<file path="src/rtl/kx_loader_pkg.sv">
// Shared types and width helpers for the {k, x} loader.
// The optional counter in axis_kx_loader is enabled by KX_LOADER_PERF_EN.
package kx_loader_pkg;

  typedef enum logic {
    LOAD_K = 1'b0,
    STREAM = 1'b1
  } kx_state_t;

  // Default geometry; the top recomputes these from its own parameters.
  localparam int R_DEF   = 8;
  localparam int C_DEF   = 8;
  localparam int W_X_DEF = 8;
  localparam int W_K_DEF = 8;

  localparam int W_KROW = C_DEF * W_K_DEF;
  localparam int W_KALL = R_DEF * C_DEF * W_K_DEF;
  localparam int W_XV   = C_DEF * W_X_DEF;
  localparam int W_KX   = W_KALL + W_XV;

  function automatic int cnt_w(input int n);
    return (n > 1) ? $clog2(n) : 1;
  endfunction

endpackage

</file>
<file path="src/rtl/axis_kx_loader_k_row_bank.sv">
// R x W_ROW register bank holding the stationary K matrix, one write port
// addressed by row; flat read bus with row r at [r*W_ROW +: W_ROW]. No reset.
module k_row_bank #(
  parameter int R     = 8,
  parameter int W_ROW = 64,
  parameter int RW    = 3
) (
  input  logic                 clk,
  input  logic                 we,
  input  logic [RW-1:0]        widx,
  input  logic [W_ROW-1:0]     wdata,
  output logic [R*W_ROW-1:0]   kall
);

  genvar r;
  generate
    for (r = 0; r < R; r++) begin : g_row
      logic [W_ROW-1:0] row_q;

      always_ff @(posedge clk) begin
        if (we && (widx == RW'(r))) row_q <= wdata;
      end

      assign kall[r*W_ROW +: W_ROW] = row_q;
    end
  endgenerate

endmodule

</file>
<file path="src/rtl/axis_kx_loader.sv">
// Loads K row by row, then pairs each accepted x with the held K into one
// wide {k, x} beat. Define KX_LOADER_PERF_EN to add the perf_vec_cnt output.
module axis_kx_loader
  import kx_loader_pkg::*;
#(
  parameter int R   = 8,
  parameter int C   = 8,
  parameter int W_X = 8,
  parameter int W_K = 8
) (
  input  logic                       clk,
  input  logic                       rstn,
  output logic                       s_axis_k_tready,
  input  logic                       s_axis_k_tvalid,
  input  logic [C*W_K-1:0]           s_axis_k_tdata,
  output logic                       s_axis_x_tready,
  input  logic                       s_axis_x_tvalid,
  input  logic [C*W_X-1:0]           s_axis_x_tdata,
  input  logic                       s_axis_x_tlast,
  input  logic                       m_axis_kx_tready,
  output logic                       m_axis_kx_tvalid,
  output logic [R*C*W_K+C*W_X-1:0]   m_axis_kx_tdata
`ifdef KX_LOADER_PERF_EN
  ,
  output logic [31:0]                perf_vec_cnt
`endif
);

  localparam int KROW_W = C * W_K;
  localparam int KALL_W = R * C * W_K;
  localparam int XV_W   = C * W_X;
  localparam int RCW    = cnt_w(R);

  kx_state_t          state, state_d;
  logic [RCW-1:0]     row_cnt, row_d;
  logic               vld_q;
  logic [XV_W-1:0]    x_q;
  logic [KALL_W-1:0]  k_all;
  logic               k_hs, x_hs;

  // K is frozen while any beat is pending, so k_all can feed tdata directly.
  assign s_axis_k_tready  = (state == LOAD_K) && !vld_q;
  assign s_axis_x_tready  = (state == STREAM) && (!vld_q || m_axis_kx_tready);
  assign k_hs             = s_axis_k_tvalid && s_axis_k_tready;
  assign x_hs             = s_axis_x_tvalid && s_axis_x_tready;
  assign m_axis_kx_tvalid = vld_q;
  assign m_axis_kx_tdata  = {k_all, x_q};

  always_comb begin
    state_d = state;
    row_d   = row_cnt;
    if (k_hs) begin
      if (row_cnt == RCW'(R - 1)) begin
        row_d   = '0;
        state_d = STREAM;
      end else begin
        row_d = row_cnt + RCW'(1);
      end
    end
    if (x_hs && s_axis_x_tlast) state_d = LOAD_K;
  end

  always_ff @(posedge clk or negedge rstn) begin
    if (!rstn) begin
      state   <= LOAD_K;
      row_cnt <= '0;
      vld_q   <= 1'b0;
    end else begin
      state   <= state_d;
      row_cnt <= row_d;
      if (x_hs)                  vld_q <= 1'b1;
      else if (m_axis_kx_tready) vld_q <= 1'b0;
    end
  end

  always_ff @(posedge clk) begin
    if (x_hs) x_q <= s_axis_x_tdata;
  end

  k_row_bank #(
    .R     (R),
    .W_ROW (KROW_W),
    .RW    (RCW)
  ) u_bank (
    .clk   (clk),
    .we    (k_hs),
    .widx  (row_cnt),
    .wdata (s_axis_k_tdata),
    .kall  (k_all)
  );

`ifdef KX_LOADER_PERF_EN
  // Counts every x handshake; survives K reloads, only reset clears it.
  always_ff @(posedge clk or negedge rstn) begin
    if (!rstn)     perf_vec_cnt <= '0;
    else if (x_hs) perf_vec_cnt <= perf_vec_cnt + 32'd1;
  end
`endif

endmodule
</file>
<file path="config.mk">
export PLATFORM = sky130hd
export DESIGN_NAME = axis_kx_loader
export DESIGN_NICKNAME = d
export VERILOG_FILES = /design/src/rtl/kx_loader_pkg.sv /design/src/rtl/axis_kx_loader_k_row_bank.sv /design/src/rtl/axis_kx_loader.sv
export SDC_FILE = /design/constraint.sdc
export NUM_CORES = 1
export LEC_CHECK = 0
export CAP_MARGIN = 25
export CORE_AREA = 2 2 276 278
export CTS_CLUSTER_SIZE = 8
export DETAILED_ROUTE_END_ITERATION = 8
export DIE_AREA = 0 0 278 280
export PLACE_DENSITY = 0.54
export SLEW_MARGIN = 40
export SYNTH_ARGS = -nofsm -noshare
export SYNTH_HDL_FRONTEND = slang
export SYNTH_SLANG_ARGS = --single-unit
</file>
<file path="constraint.sdc">
create_clock -name clk -period 3.2 [get_ports clk]
set_input_delay 0.48 -clock clk [delete_from_list [all_inputs] [get_ports clk]]
set_output_delay 0.48 -clock clk [all_outputs]
set_load 0.02 [all_outputs]
</file>
==> results.md <==
* Setup crit end kind: primary output
* Post-synthesis register bit count at just under 600
* First-pass GRT wire length at about 73 mm
* Post-Synthesis Cells at slightly above 600
* Height of the die at 280 um
* Sw frac at 24.9%
* Nature of the critical path startpoint: flop
* Clock transition at path regs at ~0.05 ns
* Clk root buf: clkbuf_16
* Gpl congestion at 0.764
* Achievable Freq at a little over 400 MHz
* Setup Viol. Count Final at 0
* Worst EP arrival at between 1.5 and 2 ns
* Sequential cell area at approximately 17000 um2
* Routed via count at 9497
* DIE WIDTH at roughly 280 um
* Setup TNS at 0 ns
* Power share of the clock group at a little under two fifths
* Maxcap violations at 0
* Pwr/cell area at roughly 700 nW/um2
* Post-layout min period at approximately 2.5 ns
* Pin count of the biggest net entering global routing at 65
* Port-buffer cells at a little over 700
* Dpl hpwl at approximately 37 mm
* Syn avg cell area at between 20 and 30 um2
* Final instance area at 28600 um2
* Most frequent cells in the layout: 712 x clkdlybuf4s50_1, 576 x edfxtp_1, 83 x clkbuf_16, 22 x clkbuf_1, 10 x buf_12
* Status: finished, final reports clean
* Die area at 77800 um2
* Overflow after GRT at 0
* Skew final at between 0.03 and 0.04 ns
* Core area at 75200 um2
* Syn_nets at 753
* Synth Warn # at 0
* Vias in the first global route at 10000
* Placed cell area at approximately 26000 um2
* Layout Utilization at between 30% and 40%
* Final WS setup at 0.747 ns
* Final wirelength at roughly 53 mm
* Share of layout cells above drive strength 1 at 8.32%
* Required time worst endpoint at approximately 2.7 ns
* First-pass iteration count of the detailed router at 4
* Final Cycle Share at 76.7%
* CTS resizes at 0
* TritonCTS sink count at 581
* Num ports at around 700
* Longest Clk Path Bufs at 3
* Initial Util at between 20% and 30%
* DR WL/cell at roughly 22 um
* Max-Slew Margin vs Limit at 51.8%
* Maximum vdd drop at between 400 and 500 uV
* Most common cell after layout, fill and taps aside: clkdlybuf4s50_1
* Initial drt markers at between 600 and 700
* CTS tree: done
* Power Internal at between 15 and 20 mW
* Total Routing Usage GR at 13.1%
* WHS at around 0.12 ns
* Post-cts hold buffer count at 0
* Final Hold Viols at 0
* Leakage at between 9 and 10 nW
* Initial antenna violation count at 7
* Least-Margin Pin Slew at 0.723 ns
* Critical path class: flop to primary output
* Sequential element share of the synthesized area at between 90% and 100%
* Hold Crit Class: input pin to asynchronous set/reset pin
* Net switching power at 5.04 mW
* Vias/cell at roughly 4
* Max Slew Vio Count at 0
* Place WS at approximately 0.55 ns
* NumNets Final at between 1500 and 2000
* Fillcell total at about 7000
* Htree depth at 3
* Routed Antenna Nets at 0
* Crit path max fanout at 5
* Clk_lat worst skew at a little over 0.6 ns
* Multi-input logic area at 274 um2
* Area Overhead vs Synth at 61.7%
* Setup Buffers After CTS at 0
* Cell row count at a little over 100
* Num CTS Buffers at 82
* Cell Area, Synth at around 18000 um2
* Gate power share at roughly 15%
* RSZ-0062 raised after global routing: no
* Synth unique cells at 15
* Drc violations at 0
* Flop pwr share at between 40% and 50%
-- Yosys cell counts (all sizes together) --
library cell / count / share of area [%]
mux2: 2 / 0.17
nand4bb: 1 / 0.064
nand2b: 1 / 0.035
a32oi: 1 / 0.050
and3: 6 / 0.25
inv: 5 / 0.11
edfxtp: 576 / 98
ha: 6 / 0.42
mux2i: 1 / 0.057
nor3b: 1 / 0.11
and2: 4 / 0.16
dfrtp: 5 / 0.71
nor2: 2 / 0.042
nand2: 2 / 0.042
-- cell families after synthesis --
| group | Yosys count | synth area share (%) |
|---|---|---|
| simple gates | 17 | 0.707 |
| flops | 581 | 98.5 |
| compound gates | 1 | 0.0495 |
| buf+inv | 5 | 0.106 |
| mux | 3 | 0.226 |
| fa+ha+maj | 6 | 0.424 |
-- through the flow --
| step | instances | power (mW) |
|---|---|---|
| 2_1_floorplan | 613 | 10.8 |
| 3_3_place_gp | 2320 | 12.6 |
| 3_5_place_dp | 2320 | 12.7 |
| 4_1_cts | 2432 | 20.5 |
| 5_1_grt | 2434 | 21.0 |
| 6_report | 2435 | 20.2 |
-- per-layer routing --
metal / GRT usage [%] / wire, um
met5: 0 / 0
met1: 13.6 / 18500
met4: 5.85 / 1570
met2: 22.9 / 27300
met3: 5.70 / 5460
-- power by group through the flow --
stage                     Combinational [mW]  Clock (mW)  Sequential, mW
final                                   3.04        7.73            9.45
after global routing                    3.19        8.31            9.50
after CTS                               3.10        7.97            9.46
after detailed placement                3.09           0            9.59
after global placement                  3.06           0            9.59
after floorplan                        0.429           0            10.3
-- state kept, by name, summed over array words and instances, names as in the netlist --
name                flops
m_axis_kx_tvalid        1
row_cnt                 3
state                   1
u_bank.g_row.row_q    512
x_q                    64
-- area by class of cell --
class	count	area share, %
clock inverter	7	0.394
clock buffer	105	7.55
antenna	3	0.0263
multi-input combinational	27	0.958
sequential	581	60.9
inverter	5	0.0700
timing repair buffer	729	25.8
tap	978	4.28
-- worst max-delay path, stage by stage (launching register included) --
cell and delay [ns]:
dfrtp_1 0.44, nand2b_1 0.16, and2_2 0.16, clkdlybuf4s50_1 0.63
-- final timing paths --
check                                                   from                                  end  slack [ns]  depth (start not counted)
min in group clk                          s_axis_x_tdata[16]                    x_q[16]$_DFFE_PP_        0.42                          1
max in group asynchronous                               rstn               row_cnt[2]$_DFFE_PN0P_        2.81                          1
worst max register to register             state$_DFFE_PN0P_  u_bank.g_row[0].row_q[46]$_DFFE_PP_        1.06                          3
worst max-delay path            m_axis_kx_tvalid$_DFFE_PN0P_                      s_axis_x_tready        0.75                          3
worst min register to register        row_cnt[1]$_DFFE_PN0P_               row_cnt[1]$_DFFE_PN0P_        0.60                          1
worst min-delay path                                    rstn               row_cnt[0]$_DFFE_PN0P_        0.12                          1
Note: power is estimated with default switching activity, not from simulation.
